**config.mk**
```make
export PLATFORM = sky130hd
export DESIGN_NAME = jtag_mem_bridge_flat
export DESIGN_NICKNAME = d
export VERILOG_FILES = /design/src/rtl/jtag_mem_bridge_if.sv /design/src/rtl/jtag_mem_bridge.sv /design/src/flat_wrapper.sv
export SDC_FILE = /design/constraint.sdc
export NUM_CORES = 1
export LEC_CHECK = 0
export ABC_AREA = 1
export CELL_PAD_IN_SITES_DETAIL_PLACEMENT = 0
export CELL_PAD_IN_SITES_GLOBAL_PLACEMENT = 1
export CORE_UTILIZATION = 31
export DETAILED_ROUTE_END_ITERATION = 8
export HOLD_SLACK_MARGIN = 0.08
export PLACE_DENSITY_LB_ADDON = 0.1
export SYNTH_ARGS = -nofsm -noshare
export SYNTH_HDL_FRONTEND = slang
export SYNTH_SLANG_ARGS = --single-unit
```
**constraint.sdc**
```tcl
create_clock -name clk -period 4 [get_ports clk]
set_clock_uncertainty 0.15 [all_clocks]
set_input_delay 0.8 -clock clk [delete_from_list [all_inputs] [get_ports clk]]
set_output_delay 0.8 -clock clk [all_outputs]
set_load 0.02 [all_outputs]
```
**src/rtl/jtag_mem_bridge_if.sv**
```systemverilog
// Request/response and memory-bus signal bundle between the JTAG TAP side and the bridge.
// The bridge uses the slave view; the TAP logic and the memory together use the master view.
interface jtag_mem_bridge_if;
    localparam int unsigned ADDR_W  = 32;
    localparam int unsigned DATA_W  = 32;
    localparam int unsigned LEVEL_W = 8;
    localparam int unsigned CODE_W  = 8;
    localparam int unsigned CNT_W   = 8;

    // Request side, one transfer per completed Update-DR
    logic               req_valid;
    logic               req_ready;
    logic               req_write;
    logic [ADDR_W-1:0]  req_addr;
    logic [DATA_W-1:0]  req_wdata;
    logic               debug_mode;
    logic [LEVEL_W-1:0] access_level;

    // Status returned to the TAP for the next Capture-DR
    logic               rsp_valid;
    logic [DATA_W-1:0]  rd_data;
    logic               error;
    logic [CODE_W-1:0]  error_code;
    logic [CNT_W-1:0]   err_count;

    // Single-beat on-chip memory bus
    logic               mem_req;
    logic               mem_we;
    logic [ADDR_W-1:0]  mem_addr;
    logic [DATA_W-1:0]  mem_wdata;
    logic               mem_ack;
    logic [DATA_W-1:0]  mem_rdata;

    modport master (
        output req_valid, req_write, req_addr, req_wdata, debug_mode, access_level,
        input  req_ready, rsp_valid, rd_data, error, error_code, err_count,
        input  mem_req, mem_we, mem_addr, mem_wdata,
        output mem_ack, mem_rdata
    );

    modport slave (
        input  req_valid, req_write, req_addr, req_wdata, debug_mode, access_level,
        output req_ready, rsp_valid, rd_data, error, error_code, err_count,
        output mem_req, mem_we, mem_addr, mem_wdata,
        input  mem_ack, mem_rdata
    );
endinterface

```
**src/rtl/jtag_mem_bridge.sv**
```systemverilog
// JTAG memory-access engine: checks rights, range and alignment of a TAP request,
// runs one bus beat with timeout and holds read data / error status for Capture-DR.
module jtag_mem_bridge #(
    parameter logic [31:0] ADDR_LIMIT     = 32'h0010_0000,
    parameter logic [7:0]  RD_MIN_LEVEL   = 8'h40,
    parameter logic [7:0]  WR_MIN_LEVEL   = 8'h80,
    parameter int unsigned TIMEOUT_CYCLES = 255
) (
    input  logic              clk,
    input  logic              reset_n,
    jtag_mem_bridge_if.slave  bus
);
    localparam int unsigned ADDR_W  = 32;
    localparam int unsigned DATA_W  = 32;
    localparam int unsigned LEVEL_W = 8;
    localparam int unsigned CODE_W  = 8;
    localparam int unsigned CNT_W   = 8;
    localparam int unsigned TMO_W   = 8;

    localparam logic [CODE_W-1:0] CODE_NONE    = 8'h00;
    localparam logic [CODE_W-1:0] CODE_RANGE   = 8'h01;
    localparam logic [CODE_W-1:0] CODE_DENIED  = 8'h02;
    localparam logic [CODE_W-1:0] CODE_TIMEOUT = 8'h03;
    localparam logic [CODE_W-1:0] CODE_ALIGN   = 8'h04;

    localparam logic [CNT_W-1:0]  CNT_MAX  = 8'hFF;
    // Counter value seen in the last permitted BUS cycle
    localparam logic [TMO_W-1:0]  TMO_LAST = TMO_W'(TIMEOUT_CYCLES - 1);

    typedef enum logic [1:0] {
        IDLE,
        CHECK,
        BUS,
        RESP
    } state_t;

    state_t state;
    state_t state_nxt;

    // Captured request
    logic               req_wr_q;
    logic [ADDR_W-1:0]  req_addr_q;
    logic [DATA_W-1:0]  req_wdata_q;
    logic               req_dbg_q;
    logic [LEVEL_W-1:0] req_lvl_q;

    // Registered outputs
    logic               ready_q;
    logic               rsp_q;
    logic               mem_req_q;
    logic               mem_we_q;
    logic [DATA_W-1:0]  rd_q;
    logic               err_q;
    logic [CODE_W-1:0]  code_q;
    logic [CNT_W-1:0]   cnt_q;

    logic [TMO_W-1:0]   tmo_cnt;

    // Next-state decode
    logic               accept;
    logic               ack_hit;
    logic [CODE_W-1:0]  chk_code;
    logic [CODE_W-1:0]  code_nxt;
    logic [LEVEL_W-1:0] min_level;

    // Request screening in fixed priority: rights, then range, then alignment
    always_comb begin
        chk_code  = CODE_NONE;
        min_level = req_wr_q ? WR_MIN_LEVEL : RD_MIN_LEVEL;
        if (!req_dbg_q && (req_lvl_q < min_level)) begin
            chk_code = CODE_DENIED;
        end else if (req_addr_q >= ADDR_LIMIT) begin
            chk_code = CODE_RANGE;
        end else if (req_addr_q[1:0] != 2'b00) begin
            chk_code = CODE_ALIGN;
        end
    end

    // State transitions and status-code update
    always_comb begin
        state_nxt = state;
        code_nxt  = code_q;
        accept    = 1'b0;
        ack_hit   = 1'b0;
        case (state)
            IDLE: begin
                if (bus.req_valid) begin
                    accept    = 1'b1;
                    code_nxt  = CODE_NONE;
                    state_nxt = CHECK;
                end
            end
            CHECK: begin
                code_nxt  = chk_code;
                state_nxt = (chk_code != CODE_NONE) ? RESP : BUS;
            end
            BUS: begin
                // An ack in the final permitted cycle still completes the access
                if (bus.mem_ack) begin
                    ack_hit   = 1'b1;
                    state_nxt = RESP;
                end else if (tmo_cnt == TMO_LAST) begin
                    code_nxt  = CODE_TIMEOUT;
                    state_nxt = RESP;
                end
            end
            RESP: begin
                state_nxt = IDLE;
            end
            default: begin
                state_nxt = IDLE;
            end
        endcase
    end

    always_ff @(posedge clk) begin
        if (!reset_n) begin
            state <= IDLE;
        end else begin
            state <= state_nxt;
        end
    end

    // Request capture, bus strobes and held status
    always_ff @(posedge clk) begin
        if (!reset_n) begin
            req_wr_q    <= 1'b0;
            req_addr_q  <= '0;
            req_wdata_q <= '0;
            req_dbg_q   <= 1'b0;
            req_lvl_q   <= '0;
            ready_q     <= 1'b0;
            rsp_q       <= 1'b0;
            mem_req_q   <= 1'b0;
            mem_we_q    <= 1'b0;
            rd_q        <= '0;
            err_q       <= 1'b0;
            code_q      <= CODE_NONE;
            cnt_q       <= '0;
            tmo_cnt     <= '0;
        end else begin
            ready_q   <= (state_nxt == IDLE);
            rsp_q     <= (state_nxt == RESP);
            mem_req_q <= (state_nxt == BUS);
            mem_we_q  <= (state_nxt == BUS) && req_wr_q;
            code_q    <= code_nxt;

            if (accept) begin
                req_wr_q    <= bus.req_write;
                req_addr_q  <= bus.req_addr;
                req_wdata_q <= bus.req_wdata;
                req_dbg_q   <= bus.debug_mode;
                req_lvl_q   <= bus.access_level;
                err_q       <= 1'b0;
            end else if (state_nxt == RESP) begin
                err_q <= (code_nxt != CODE_NONE);
            end

            if ((state_nxt == RESP) && (code_nxt != CODE_NONE) && (cnt_q != CNT_MAX)) begin
                cnt_q <= cnt_q + CNT_W'(1);
            end

            if (state == BUS) begin
                tmo_cnt <= tmo_cnt + TMO_W'(1);
            end else begin
                tmo_cnt <= '0;
            end

            if (ack_hit && !req_wr_q) begin
                rd_q <= bus.mem_rdata;
            end
        end
    end

    assign bus.req_ready  = ready_q;
    assign bus.rsp_valid  = rsp_q;
    assign bus.rd_data    = rd_q;
    assign bus.error      = err_q;
    assign bus.error_code = code_q;
    assign bus.err_count  = cnt_q;
    assign bus.mem_req    = mem_req_q;
    assign bus.mem_we     = mem_we_q;
    assign bus.mem_addr   = req_addr_q;
    assign bus.mem_wdata  = req_wdata_q;

endmodule

```
**src/flat_wrapper.sv**
```systemverilog
// flat-port wrapper written by rule: the top's interface ports become plain ports
module jtag_mem_bridge_flat 
#(
    parameter logic [31:0] ADDR_LIMIT     = 32'h0010_0000,
    parameter logic [7:0]  RD_MIN_LEVEL   = 8'h40,
    parameter logic [7:0]  WR_MIN_LEVEL   = 8'h80,
    parameter int unsigned TIMEOUT_CYCLES = 255
)
  (clk, reset_n, bus_req_valid, bus_req_write, bus_req_addr, bus_req_wdata, bus_debug_mode, bus_access_level, bus_req_ready, bus_rsp_valid, bus_rd_data, bus_error, bus_error_code, bus_err_count, bus_mem_req, bus_mem_we, bus_mem_addr, bus_mem_wdata, bus_mem_ack, bus_mem_rdata);
  jtag_mem_bridge_if bus_i ();
  input  logic clk;
  input  logic reset_n;
  input wire logic [$bits(bus_i.req_valid)-1:0] bus_req_valid;
  input wire logic [$bits(bus_i.req_write)-1:0] bus_req_write;
  input wire logic [$bits(bus_i.req_addr)-1:0] bus_req_addr;
  input wire logic [$bits(bus_i.req_wdata)-1:0] bus_req_wdata;
  input wire logic [$bits(bus_i.debug_mode)-1:0] bus_debug_mode;
  input wire logic [$bits(bus_i.access_level)-1:0] bus_access_level;
  output wire logic [$bits(bus_i.req_ready)-1:0] bus_req_ready;
  output wire logic [$bits(bus_i.rsp_valid)-1:0] bus_rsp_valid;
  output wire logic [$bits(bus_i.rd_data)-1:0] bus_rd_data;
  output wire logic [$bits(bus_i.error)-1:0] bus_error;
  output wire logic [$bits(bus_i.error_code)-1:0] bus_error_code;
  output wire logic [$bits(bus_i.err_count)-1:0] bus_err_count;
  output wire logic [$bits(bus_i.mem_req)-1:0] bus_mem_req;
  output wire logic [$bits(bus_i.mem_we)-1:0] bus_mem_we;
  output wire logic [$bits(bus_i.mem_addr)-1:0] bus_mem_addr;
  output wire logic [$bits(bus_i.mem_wdata)-1:0] bus_mem_wdata;
  input wire logic [$bits(bus_i.mem_ack)-1:0] bus_mem_ack;
  input wire logic [$bits(bus_i.mem_rdata)-1:0] bus_mem_rdata;
  assign bus_i.req_valid = bus_req_valid;
  assign bus_i.req_write = bus_req_write;
  assign bus_i.req_addr = bus_req_addr;
  assign bus_i.req_wdata = bus_req_wdata;
  assign bus_i.debug_mode = bus_debug_mode;
  assign bus_i.access_level = bus_access_level;
  assign bus_req_ready = bus_i.req_ready;
  assign bus_rsp_valid = bus_i.rsp_valid;
  assign bus_rd_data = bus_i.rd_data;
  assign bus_error = bus_i.error;
  assign bus_error_code = bus_i.error_code;
  assign bus_err_count = bus_i.err_count;
  assign bus_mem_req = bus_i.mem_req;
  assign bus_mem_we = bus_i.mem_we;
  assign bus_mem_addr = bus_i.mem_addr;
  assign bus_mem_wdata = bus_i.mem_wdata;
  assign bus_i.mem_ack = bus_mem_ack;
  assign bus_i.mem_rdata = bus_mem_rdata;
  jtag_mem_bridge #(.ADDR_LIMIT(ADDR_LIMIT), .RD_MIN_LEVEL(RD_MIN_LEVEL), .WR_MIN_LEVEL(WR_MIN_LEVEL), .TIMEOUT_CYCLES(TIMEOUT_CYCLES)) u_core (.clk(clk), .reset_n(reset_n), .bus(bus_i));
endmodule
```
==> results.tsv <==
metric	value	unit
r2r-start	u_core.state[0]	
vias	4703	
seq_area_frac_synth	0.531	
vdd_drop_max	0.325	mV
grt_pass1_wl	23500	um
cts_sinks	131	
crit_buf_inv	4	
switching_share	0.354	
drv_slew	0	
crit_end	u_core.bus.rd_data[17]	
post_cts_resized	0	
placedInstanceArea	0.00732	mm2
ctsHoldBuffers	0	
comb_power_share	0.376	
max_slew.worst_pin.slew	0.997	ns
maxCapViolCount	0	
ios	227	
finalPower	5.15	mW
switching_power	1.83	mW
clockRootBuffer	clkbuf_16	
cts_buffers	17	
intPower	3.33	mW
critical_path.top_delay_family	buffers and inverters	
hold_violations	0	
worstPathMaxFanout	33	
postCtsSetupRepairBufs	0	
avgSynthCellArea	7.75	um2
die_h	128	um
r2r_end	u_core.bus.rd_data[17]	
routabilityCongestion	0.725	
cts_htree_levels	4	
first_global_vias	4608	
start_util	0.322	
worstRegToRegCells	8	
tns	0	ns
min_period_over_period	0.649	
wl_per_cell	13.7	um
p_leak	3.13	nW
viasPerCell	4.39	
nets	967	
drc	0	
slew_headroom	0.335	
cp.depth	7	
io_buffers	220	
seq_power_share	0.340	
crit_required	4.14	ns
cpPeakStageDelay	0.50	ns
wirelength	14600	um
end_kind	register	
critPathLaunchType	primary input	
pwr-share-clk	0.284	
track_usage	0.185	
yosysWarnings	0	
synth_area	0.00494	mm2
grt.overflow.total	0	
cts_tree	yes	
synth_ff_type	dfxtp_1	
setup.worst_path.class	primary input to register	
core	0.0154	mm2
setup_viol	0	
areaGrowthSynthToFinish	59.4	%
grt_max_degree	106	
first_pass_iters	4	
synth_edf_count	0	
diodes	0	
cellPowerDensity	654	mW/mm2
cp-startpoint	bus_mem_ack	
fin_area	0.00788	mm2
dieArea	0.0165	mm2
insertion_delay	0.40	ns
r2r_slack	1.65	ns
fmax	385	MHz
dieWidth	128	um
clkTransAtPathRegs	0.05	ns
final_antenna_net_count	0	
hp-class	register to register	
syn_nets	756	
period_needed	2.60	ns
yosys_register_bits	131	
async_flop_share	0	
cp_cell_sequence	clkdlybuf4s50_1 > inv_1 > nor3_2 > buf_4 > inv_1 > nor2_1 > nor2_1	
rsz0062_at_grt	no	
arrival	2.74	ns
slowest_stage	inv_1	
cts.path.max_buffers	2	
status	completed	
place_hpwl	10100	um
final_layout_size_suffix_gt1_frac	0.0581	
core.rowCount	45	
drtIter0Drc	282	
syn_inst	638	
final_core_util	0.513	
antenna_found_initial	0	
synth_cell_type_count	30	
## power groups by stage
| stage | registers [mW] | logic (mW) | clock network, mW |
|---|---|---|---|
| 2_1_floorplan | 2.08 | 0.793 | 0 |
| 3_3_place_gp | 1.76 | 1.94 | 0 |
| 3_5_place_dp | 1.78 | 1.96 | 0 |
| 5_1_grt | 1.79 | 2.15 | 1.57 |
| 6_report | 1.75 | 1.94 | 1.46 |
| 4_1_cts | 1.75 | 1.97 | 1.50 |
## worst reg2reg max path, delay by kind of cell, from the launching register on
family                     cells  cell delay (ns)
and+or+nand+nor                3             0.49
buffers and inverters          4             1.04
adders and majority gates      1             0.23
DFF                            1             0.33
## stage by stage
step	setup WS, ns	hold slack, ns	cells
final	1.40	0.309	1071
after global placement	1.01	0.295	1041
after floorplan	1.92	0.280	638
after CTS	1.35	0.314	1071
after detailed placement	0.937	0.303	1041
after global routing	1.15	0.347	1071
## sequential cells by signal, summed over array words and instances, names as in the netlist, 2 cells and up
signal,flops
u_core.bus.err_count,8
u_core.bus.error_code,8
u_core.bus.mem_addr,32
u_core.bus.mem_wdata,32
u_core.bus.rd_data,32
u_core.req_lvl_q,2
u_core.state,2
u_core.tmo_cnt,8
## synth_stat cells (3+ instances only)
| cell | n | area share |
|---|---|---|
| o21ai_0 | 106 | 0.11 |
| nand3_1 | 8 | 0.0081 |
| clkbuf_1 | 30 | 0.023 |
| nand4_1 | 8 | 0.010 |
| xor2_1 | 6 | 0.011 |
| nand2_1 | 45 | 0.034 |
| nand2_2 | 3 | 0.0038 |
| nor3_1 | 4 | 0.0041 |
| nor2_1 | 232 | 0.18 |
| a21oi_1 | 14 | 0.014 |
| dfxtp_1 | 131 | 0.53 |
| ha_1 | 8 | 0.020 |
| inv_1 | 23 | 0.017 |
## final cells by class
cell class / count / area, um2
multi-input combinational: 450 / 2110
clock inverter: 5 / 50.0
clock buffer: 25 / 505
tap: 211 / 264
inverter: 24 / 90.1
timing repair buffer: 225 / 2230
fill: 1461 / 7490
sequential: 131 / 2620
## worst min path at each step
stage	from	end	slack, ns	cells past startpoint
after floorplan	u_core.tmo_cnt[0]	u_core.tmo_cnt[0]	0.28	1
after global placement	u_core.tmo_cnt[0]	u_core.tmo_cnt[0]	0.30	1
after detailed placement	u_core.tmo_cnt[0]	u_core.tmo_cnt[0]	0.30	1
after CTS	u_core.tmo_cnt[4]	u_core.tmo_cnt[4]	0.31	2
after global routing	u_core.tmo_cnt[4]	u_core.tmo_cnt[4]	0.35	2
final	u_core.tmo_cnt[0]	u_core.tmo_cnt[0]	0.31	1
## kinds of logic after synthesis
group | count (synthesis) | synth area share
AND/OR/NAND/NOR | 311 | 0.262
flip-flops | 131 | 0.531
AO/OA/AOI/OAI | 124 | 0.131
buffers and inverters | 57 | 0.0435
adder cells (fa/ha/maj) | 8 | 0.0203
XOR/XNOR | 7 | 0.0124
## layer usage
metal / vias to the layer above / wire length [um] / GRT usage
met5: - / 0 / 0
met4: 0 / 89 / 0.0478
met3: 7 / 1330 / 0.0885
met2: 133 / 7090 / 0.315
met1: 2098 / 6140 / 0.206
li1: 2465 / - / -
## placed cells by master (no fill, tap or decap), types with 2 or more instances in the layout
master / netlist / final
clkinv_2: 0 / 4
nand3_1: 8 / 8
inv_1: 23 / 22
nand2_1: 45 / 44
nand3_4: 2 / 2
clkbuf_1: 30 / 3
clkbuf_8: 0 / 5
nor2_1: 232 / 232
o21ai_0: 106 / 106
nand4_1: 8 / 8
clkdlybuf4s50_1: 0 / 219
nand2_2: 3 / 4
clkbuf_16: 0 / 17
xor2_1: 6 / 6
a21oi_1: 14 / 14
nor2_4: 2 / 2
dfxtp_1: 131 / 131
nor3_1: 4 / 3
ha_1: 8 / 8
buf_4: 0 / 5
Note: power is estimated with default switching activity, not from simulation.
==> RTL change (config.mk and constraints unchanged) <==
Change the localparam `TMO_W` from 8 to 10.
--- a/src/rtl/jtag_mem_bridge.sv
+++ b/src/rtl/jtag_mem_bridge.sv
@@ -15,7 +15,7 @@
     localparam int unsigned LEVEL_W = 8;
     localparam int unsigned CODE_W  = 8;
     localparam int unsigned CNT_W   = 8;
-    localparam int unsigned TMO_W   = 8;
+    localparam int unsigned TMO_W   = 10;
 
     localparam logic [CODE_W-1:0] CODE_NONE    = 8'h00;
     localparam logic [CODE_W-1:0] CODE_RANGE   = 8'h01;
Check against the original RTL: same outputs for any inputs over 4 cycles, from zero or initial values and one cycle with reset_n low; that may be too few to reach the edited logic, so the function may still have changed.
==> RTL change against the original RTL <==
  * Worst setup slack improved by 140 ps
  * Clock power increased by 3%
  * Critical path type is now reg -> out
  * Sequential cell count increased by 2
  * Design area increased by 1.7%
  * Area after synthesis increased by 2.0%
  * Total power decreased by 1.2%
  * Final cell count increased by 1.6%
  * Wire length increased by 0.59%
  * Largest power group unchanged
  * Sequential share of layout area decreased by 0.051 points
==> RTL change: results <==
[synthesis]
synth-seq-area-share = 0.528
synthAdderAreaFrac = 0.0199
synth_top_cells_by_count = "233 x nor2_1, 133 x dfxtp_1, 104 x o21ai_0"
synth_xor_area_frac = 0.0122
synth_cell_types = 31
yosys-top-cells-area = "dfxtp_1 53%, nor2_1 17%, o21ai_0 10%"
synth_cells = 646
synthesis.nets = 764
synth_compound_area_frac = 0.130

[detailed_routing]
drt-initial-drc-count = 226
wl_um = 14700
wl_met1_um = 6110
route.met3.wl_um = 1340
wl_met2_um = 7050

[critical_path]
crit_slowest_cell = "clkdlybuf4s50_1"
slowest_delay_ps = 650
arrival_ps = 1510
critPathMaxFanout = 6

[outcome]
status = "finished clean"

[placement]
pre_cts_ws_ps = 1210
dp.final_hpwl_um = 10200
gp_congestion = 0.763
place_area_um2 = 7440

[final_layout]
drive_above_1_share = 0.0722
fin_nets = 978
fillers = 1535
ff_latch_area_um2 = 2660

[global_routing]
use_met2 = 0.306
gr-usage-met3 = 0.0892
grt_pass1_vias = 4753
grt_use_total = 0.185
grtUsageMet1 = 0.204
grt_pass1_wl_um = 23800

[power]
p_switching_mw = 1.77
switching_share = 0.348
p_clk_mw = 1.51

[timing]
worst_pin_slew_ps = 893
==> RTL change: final timing paths <==
path,startpoint,endpoint,slack (ps),cells past startpoint
worst max-delay path,u_core.bus.err_count[2]$_SDFFE_PN0P_,bus_err_count[2],1540,1
worst min-delay path,u_core.tmo_cnt[0]$_SDFF_PN0_,u_core.tmo_cnt[0]$_SDFF_PN0_,310,1
worst max register to register,u_core.state[0]$_SDFF_PN0_,u_core.bus.rd_data[4]$_SDFFE_PN0P_,1710,6
worst min register to register,u_core.tmo_cnt[0]$_SDFF_PN0_,u_core.tmo_cnt[0]$_SDFF_PN0_,310,1
==> RTL change: area by class of cell <==
cell class,count,share of cell area
Multi-Input combinational cell,458,0.272
Timing Repair Buffer,227,0.281
Tap cell,216,0.0337
Clock inverter,10,0.0133
Inverter,23,0.0108
Sequential cell,133,0.332
Clock buffer,21,0.0575
